File: src/rtl/spi_transfer_arbiter.sv
// spi_transfer_arbiter: round-robin sharing of one SPI engine among several command sources
module spi_transfer_arbiter #(
    parameter int N_REQUESTERS   = 4,
    parameter int DATA_WIDTH     = 32,
    parameter int TIMEOUT_CYCLES = 1024,
    localparam int GW = $clog2(N_REQUESTERS < 2 ? 2 : N_REQUESTERS)
) (
    input  logic                                   clock_i,
    input  logic                                   reset_i,
    input  logic [N_REQUESTERS-1:0]                req_valid_i,
    input  logic [N_REQUESTERS-1:0][DATA_WIDTH-1:0] req_data_i,
    output logic [N_REQUESTERS-1:0]                req_ready_o,
    output logic                                   spi_valid_o,
    output logic [DATA_WIDTH-1:0]                  spi_data_o,
    input  logic                                   spi_ready_i,
    input  logic                                   transfer_done_i,
    input  logic [DATA_WIDTH-1:0]                  spi_data_in_i,
    output logic [N_REQUESTERS-1:0]                resp_valid_o,
    output logic [DATA_WIDTH-1:0]                  resp_data_o,
    output logic                                   resp_error_o,
    output logic                                   busy_o,
    output logic [GW-1:0]                          grant_idx_o
);
    localparam int CW = $clog2(TIMEOUT_CYCLES + 1);

    typedef enum logic [1:0] {IDLE, ISSUE, WAIT_DONE, RESPOND} state_e;

    state_e                state_q, state_d;
    logic [GW-1:0]         rr_q, rr_d, grant_q, grant_d, sel;
    logic                  found;
    logic                  spi_valid_q, spi_valid_d, resp_error_q, resp_error_d;
    logic [DATA_WIDTH-1:0] spi_data_q, spi_data_d, resp_data_q, resp_data_d;
    logic [CW-1:0]         cnt_q, cnt_d;

    function automatic logic [GW-1:0] wrap(input int v);
        return GW'(v % N_REQUESTERS);
    endfunction

    // first valid requester at or after rr_q, wrapping; lowest offset wins
    always_comb begin
        found = 1'b0;
        sel   = '0;
        for (int i = N_REQUESTERS - 1; i >= 0; i--) begin
            if (req_valid_i[wrap(int'(rr_q) + i)]) begin
                found = 1'b1;
                sel   = wrap(int'(rr_q) + i);
            end
        end
    end

    // next-state, datapath updates and the two one-hot strobes
    always_comb begin
        state_d      = state_q;
        rr_d         = rr_q;
        grant_d      = grant_q;
        spi_valid_d  = spi_valid_q;
        spi_data_d   = spi_data_q;
        resp_data_d  = resp_data_q;
        resp_error_d = resp_error_q;
        cnt_d        = cnt_q;
        req_ready_o  = '0;
        resp_valid_o = '0;
        case (state_q)
            IDLE: begin
                if (found && !reset_i) begin
                    req_ready_o[sel] = 1'b1;
                    grant_d          = sel;
                    spi_valid_d      = 1'b1;
                    spi_data_d       = req_data_i[sel];
                    state_d          = ISSUE;
                end
            end
            ISSUE: begin
                if (spi_ready_i) begin
                    spi_valid_d = 1'b0;
                    rr_d        = (grant_q == GW'(N_REQUESTERS - 1)) ? '0 : grant_q + 1'b1;
                    cnt_d       = '0;
                    state_d     = WAIT_DONE;
                end
            end
            WAIT_DONE: begin
                cnt_d = (cnt_q == '1) ? cnt_q : cnt_q + 1'b1;
                if (transfer_done_i) begin
                    resp_data_d  = spi_data_in_i;
                    resp_error_d = 1'b0;
                    state_d      = RESPOND;
                end else if (cnt_q == CW'(TIMEOUT_CYCLES - 1)) begin
                    resp_data_d  = '0;
                    resp_error_d = 1'b1;
                    state_d      = RESPOND;
                end
            end
            default: begin
                resp_valid_o[grant_q] = 1'b1;
                state_d               = IDLE;
            end
        endcase
    end

    // state register with synchronous reset
    always_ff @(posedge clock_i) begin
        if (reset_i) begin
            state_q      <= IDLE;
            rr_q         <= '0;
            grant_q      <= '0;
            spi_valid_q  <= 1'b0;
            spi_data_q   <= '0;
            resp_data_q  <= '0;
            resp_error_q <= 1'b0;
            cnt_q        <= '0;
        end else begin
            state_q      <= state_d;
            rr_q         <= rr_d;
            grant_q      <= grant_d;
            spi_valid_q  <= spi_valid_d;
            spi_data_q   <= spi_data_d;
            resp_data_q  <= resp_data_d;
            resp_error_q <= resp_error_d;
            cnt_q        <= cnt_d;
        end
    end

    assign spi_valid_o  = spi_valid_q;
    assign spi_data_o   = spi_data_q;
    assign resp_data_o  = resp_data_q;
    assign resp_error_o = resp_error_q;
    assign busy_o       = state_q != IDLE;
    assign grant_idx_o  = grant_q;
endmodule

File: config.mk
export PLATFORM = sky130hd
export DESIGN_NAME = spi_transfer_arbiter
export DESIGN_NICKNAME = d
export VERILOG_FILES = /design/src/rtl/spi_transfer_arbiter.sv
export SDC_FILE = /design/constraint.sdc
export NUM_CORES = 1
export LEC_CHECK = 0
export ABC_AREA = 0
export ABC_CLOCK_PERIOD_IN_PS = 2000
export BUFFER_PORTS_ARGS = -buffer_cell sky130_fd_sc_hd__buf_2
export CORE_MARGIN = 4
export CORE_UTILIZATION = 46
export CTS_CLUSTER_SIZE = 14
export DETAILED_ROUTE_END_ITERATION = 10
export GPL_ROUTABILITY_DRIVEN = 0
export PLACE_DENSITY = 0.93
export SETUP_SLACK_MARGIN = 0.2
export SYNTH_ARGS = -nofsm -noshare
export SYNTH_HDL_FRONTEND = slang
export SYNTH_SLANG_ARGS = --single-unit
File: constraint.sdc
create_clock -name clock_i -period 2 [get_ports clock_i]
set_input_delay 0.1 -clock clock_i [delete_from_list [all_inputs] [get_ports clock_i]]
set_output_delay 0.1 -clock clock_i [all_outputs]
set_load 0.02 [all_outputs]
---- Yosys cells after proc, flatten, opt, wreduce, memory -nomap -nowiden ----
Index checks and enable logic that the tools add are counted.
word-level totals
  register bits ........................... 83
  logic and storage cells ................. 87
  output and inout bits ................... 77
  bits of input ports ..................... 168
operators by class
  eq/ne operators ......................... 9
  $add $sub $neg .......................... 5
  multiplexer cells ....................... 41
  reduce and logical (&&, ||, !) cells .... 16
  $lt $le $gt $ge ......................... 8
operators with widths
  cell                     count
  $mux W32                 3
  $bmux W32 S2             1
  $mux W11                 2
  $pmux W11 S2             1
  $lt A2 B3 Y1 const B     6
  $mux W2                  9
  $mux W1                  14
  $mux W4                  3
  $add A11 B1 Y11 const B  1
  $eq A11 B10 Y1 const B   1
  $eq A11 B11 Y1 const B   1
  $reduce_and A3 Y1        3
  $bmux W1 S2              4
  $reduce_bool A2 Y1       4
  $ne A2 B2 Y1 const B     3
  $pmux W2 S3              1
  $reduce_and A2 Y1        3
  $add A2 B1 Y2 const B    2
  $add A2 B2 Y2 const B    2
  $demux W1 S2             2
  $eq A2 B2 Y1 const B     2
  $ge A2 B1 Y1 const B     2
  $logic_and A1 B1 Y1      3
  $ne A3 B3 Y1 const B     1
  5 further kinds          5

---- Depth between registers and ports, before layout ----
  depth after elaboration ................. 13
  mapped depth ............................ 8
  gate-level depth less buffers ........... 7

---- Worst setup path after synthesis ----
OpenSTA, ideal clock, no wires.
  path kind ............................... reg-to-output
  from .................................... register state_q[0]
  to ...................................... output req_ready_o[0]
  stages on the path, launching flop included .. 8
  setup slack ............................. 166 ps
  path buffers ............................ 1
  required time ........................... 1900 ps
  arrival ................................. 1734 ps
  path through ............................ dfxtp_1 -> inv_1 -> ha_1 -> inv_1 -> nor3_4 -> o21ai_2 -> buf_2 -> nor2_1
between the ends
  cells in the longest elaborated chain, start to end .. 2
ends and longest elaborated chain
  element                   line  RTL
  start: declaration        28    state_e state_q, state_d;
  start signal: assignment  112   state_q <= state_d;
  $logic_not A2 Y1          63    case (state_q)
  $mux W4                   63
  end: declaration          12    output logic [N_REQUESTERS-1:0] req_ready_o,
No other way between the ends.

---- Worst setup path in the final report ----
  from .................................... register rr_q[0]
  to ...................................... register spi_data_q[24], in the netlist spi_data_o[24]
between the ends
  cells in the longest elaborated chain, start to end .. 9
  elaborated cells on any way between the ends .. 23
  classes of those cells .................. 3 x add/sub; 18 x mux; 2 x reduce/logical
ends and longest elaborated chain
  element                                                                     line    RTL
  start: declaration                                                          29      logic [GW-1:0] rr_q, rr_d, grant_q, grant_d, sel;
  start signal: assignment                                                    113     rr_q <= rr_d;
  $add A2 B2 Y2                                                               44, 46
  $bmux W1 S2                                                                 44      if (req_valid_i[wrap(int'(rr_q) + i)]) begin
  $mux W1 (not written as such)                                               44
  $mux W2 / $mux W1 (equally long branches) (4 in series)                     44
  $bmux W32 S2 / $logic_and A1 B1 Y1 (equally long branches)                  69, 65
  $mux W32 (not written as such) / $reduce_and A2 Y1 (equally long branches)  -
  end signal: assignment                                                      116     spi_data_q <= spi_data_d;
  end: declaration                                                            32      logic [DATA_WIDTH-1:0] spi_data_q, spi_data_d, resp_data_q, resp_data_d;
Parallel ways exist; a longest one is shown, timed or not. The select of a mux whose other input is x is not followed.
A chain may end at the register's enable or synchronous reset.

==> results.cfg <==
[place]
place.port_buffers = 244
dp_hpwl_um = 11000
dp.cells = 793
placed_area_um2 = 5940
dp_slack_ns = -0.159

[clock_tree]
cts_root_buf = clkbuf_8
clk_pin_slew_ns = 0.09
worstSkewPairLatency_ns = 0.36
clkSinkCount = 83
clock_path_buffers = 2
cts_htree_levels = 3
cts_tree = built
numCtsBuffers = 9

[logic_synthesis]
synth_top_area_frac = 0.361
ys_ff_latch = 83
synth.distinct_cells = 48
avgSynthCellArea_um2 = 10.6
synth_warnings = 0
synthFlopType = dfxtp_1
synthesis.area_um2 = 4600
synth.net_count = 613
yosysTopAreaCell = dfxtp_1
async_flop_share = 0
postSynthCellCount = 436
synth_area_leaders = dfxtp_1 (36%), a221oi_2 (9.8%), a211oi_2 (7.6%), mux2i_1 (7.6%), a22o_1 (6.1%)
synth_edf_count = 0
yosysSeqAreaShare = 0.361

[layout]
fin_nets = 908
mostFrequentLayoutCell = buf_2
seqCellArea_um2 = 1680
drive_gt1_frac = 0.554
area_delta_synth_final_pct = 55.7
multiInputGateArea_um2 = 2930
antenna_cells = 0
num-fill-cells = 640
finalNonFillerCells = 869
final_util = 0.733
final_cell_mix = buf_2 (240), dfxtp_1 (76), a21oi_1 (37)
final_cell_area_um2 = 7170

[run]
max_cap_violations = 0

[power_and_ir_drop]
internal_power_mw = 4.26
switchingPower_mw = 3.21
ir_drop_uv = 593
power_density_nw_per_um2 = 1040
comb_power_share = 0.521
p_sw_frac = 0.430
power.leakage_nw = 3.30
power_mw = 7.47
p_seq_frac = 0.322
clockPowerShare = 0.157

[die]
top_level_ports = 245
dieWidth_um = 108
die-area_um2 = 11700
start_util = 0.471
core-area_um2 = 9770
die_y_um = 108
rows = 36

[drt]
ant_nets = 0
via_per_inst = 5.54
routed_wl_um = 17300
post_drt_wl_per_cell_um = 20.0
drt_iter0_markers = 211
drc = 0
drtPass1Iterations = 4
vias = 4812

[critical_path]
crit_arrival_ns = 2.05
critPathKind = register to register
start_kind = register
worstPathCellList = and2b_1, a311oi_4, o21ai_4, buf_4, bufbuf_16, a221oi_4, a211oi_2
cp_top_family = compound AO/OA/AOI/OAI gates
cp_slowest_stage_delay_ns = 0.36
required_ns = 2.24
end_kind = register
cp_slowest_cell = dfxtp_2
crit_buf_inv = 2
cp_max_fo = 17

[timing]
fin_crit_sh = 0.905
timing.fmax_ghz = 0.552
fin_ws_ns = 0.190
hold_viol = 0
setup_violations = 0
rsz0062_at_grt = yes
worst_slew_pin_slew_ns = 0.580
final_max_slew_viol_count = 0
fin_crit_ns = 1.81
holdWs_ns = 0.0664
finClkSkew_ns = 0.0107
maxSlewHeadroom = 0.613
setup_tns_ns = 0

[grt]
gr-total-overflow = 0
grt_max_degree = 36
grt_use_total = 0.271
grt_util_met1 = 0.276
grt_pass1_vias = 5071
grt_use_met3 = 0.0860
use_met2 = 0.509
gr-max-usage-layer = met2
grt_pass1_wl_um = 24800
antenna_found_initial = 0

[status]
status = complete, no violations

[hold_path]
min_path_type = input pin to register
-- flip-flops by register name, indices dropped and copies added, names as in the netlist --
register	cells
cnt_q	11
grant_idx_o	2
resp_data_o	32
resp_error_o	1
rr_q	2
spi_data_o	32
spi_valid_o	1
state_q	2
-- synth_stat cells, types with 5 or more instances --
master,n
a211oi_1,5
a211oi_2,28
a21oi_1,38
a221oi_2,30
a22o_1,32
and2_1,37
buf_2,9
buf_6,8
clkbuf_1,14
dfxtp_1,83
ha_1,9
inv_1,9
mux2i_1,35
nand2_1,11
nand3_1,6
nor2_1,19
nor3_1,5
nor4_1,5
xnor2_1,7
-- cell type report --
cell class,instances,share of cell area
Multi-Input combinational cell,307,0.409
Timing Repair Buffer,320,0.300
Sequential cell,83,0.234
Tap cell,133,0.0232
Clock buffer,9,0.0173
Clock inverter,7,0.00978
Inverter,10,0.00628
-- path summary, 6_finish.rpt --
path | startpoint | to | slack (ns) | depth (start not counted)
min | spi_ready_i | rr_q[1] | 0.07 | 3
max reg2reg | rr_q[0] | spi_data_o[24] | 0.19 | 7
min reg2reg | cnt_q[1] | cnt_q[1] | 0.48 | 2
max | rr_q[0] | spi_data_o[24] | 0.19 | 7
-- layer usage --
layer	up-vias	wire length [um]
li1	2240	-
met1	2273	6360
met2	241	9010
met3	58	1270
met4	0	701
met5	-	0
-- worst reg2reg max path: stages, from the launching register on --
cell	delay, ns
dfxtp_2	0.36
and2b_1	0.21
a311oi_4	0.28
o21ai_4	0.10
buf_4	0.15
bufbuf_16	0.31
a221oi_4	0.22
a211oi_2	0.07
-- power groups by stage --
stage          Combinational [mW]  Clock [mW]  Sequential, mW
3_5_place_dp                 3.17           0            2.40
4_1_cts                      3.48        1.21            2.37
3_3_place_gp                 3.06           0            2.38
6_report                     3.89        1.17            2.40
2_1_floorplan                1.64           0            2.86
5_1_grt                      4.13        1.29            2.44
-- what timing repair did --
| item | in CTS | in global routing |
|---|---|---|
| setup endpoints to repair | 67 | 72 |
| endpoints found under the hold margin | 33 | 0 |
| pin swaps | 10 | 2 |
| gates resized for setup | 31 | 41 |
| buffers inserted | 12 | 7 |
| gates cloned | 3 | 5 |
| hold buffers | 33 | 0 |
-- cell families (layout without fill, tap and decap cells) --
kind of cell / count (synthesis) / count (layout) / share of synthesized area
AND/OR/NAND/NOR: 107 / 108 / 0.146
flip-flops: 83 / 83 / 0.361
multiplexers: 35 / 35 / 0.0761
AO/OA/AOI/OAI: 148 / 148 / 0.310
adder cells (fa/ha/maj): 9 / 9 / 0.0245
XOR/XNOR: 7 / 7 / 0.0133
buffers and inverters: 47 / 346 / 0.0688
Power figures use the tool's default switching activity.
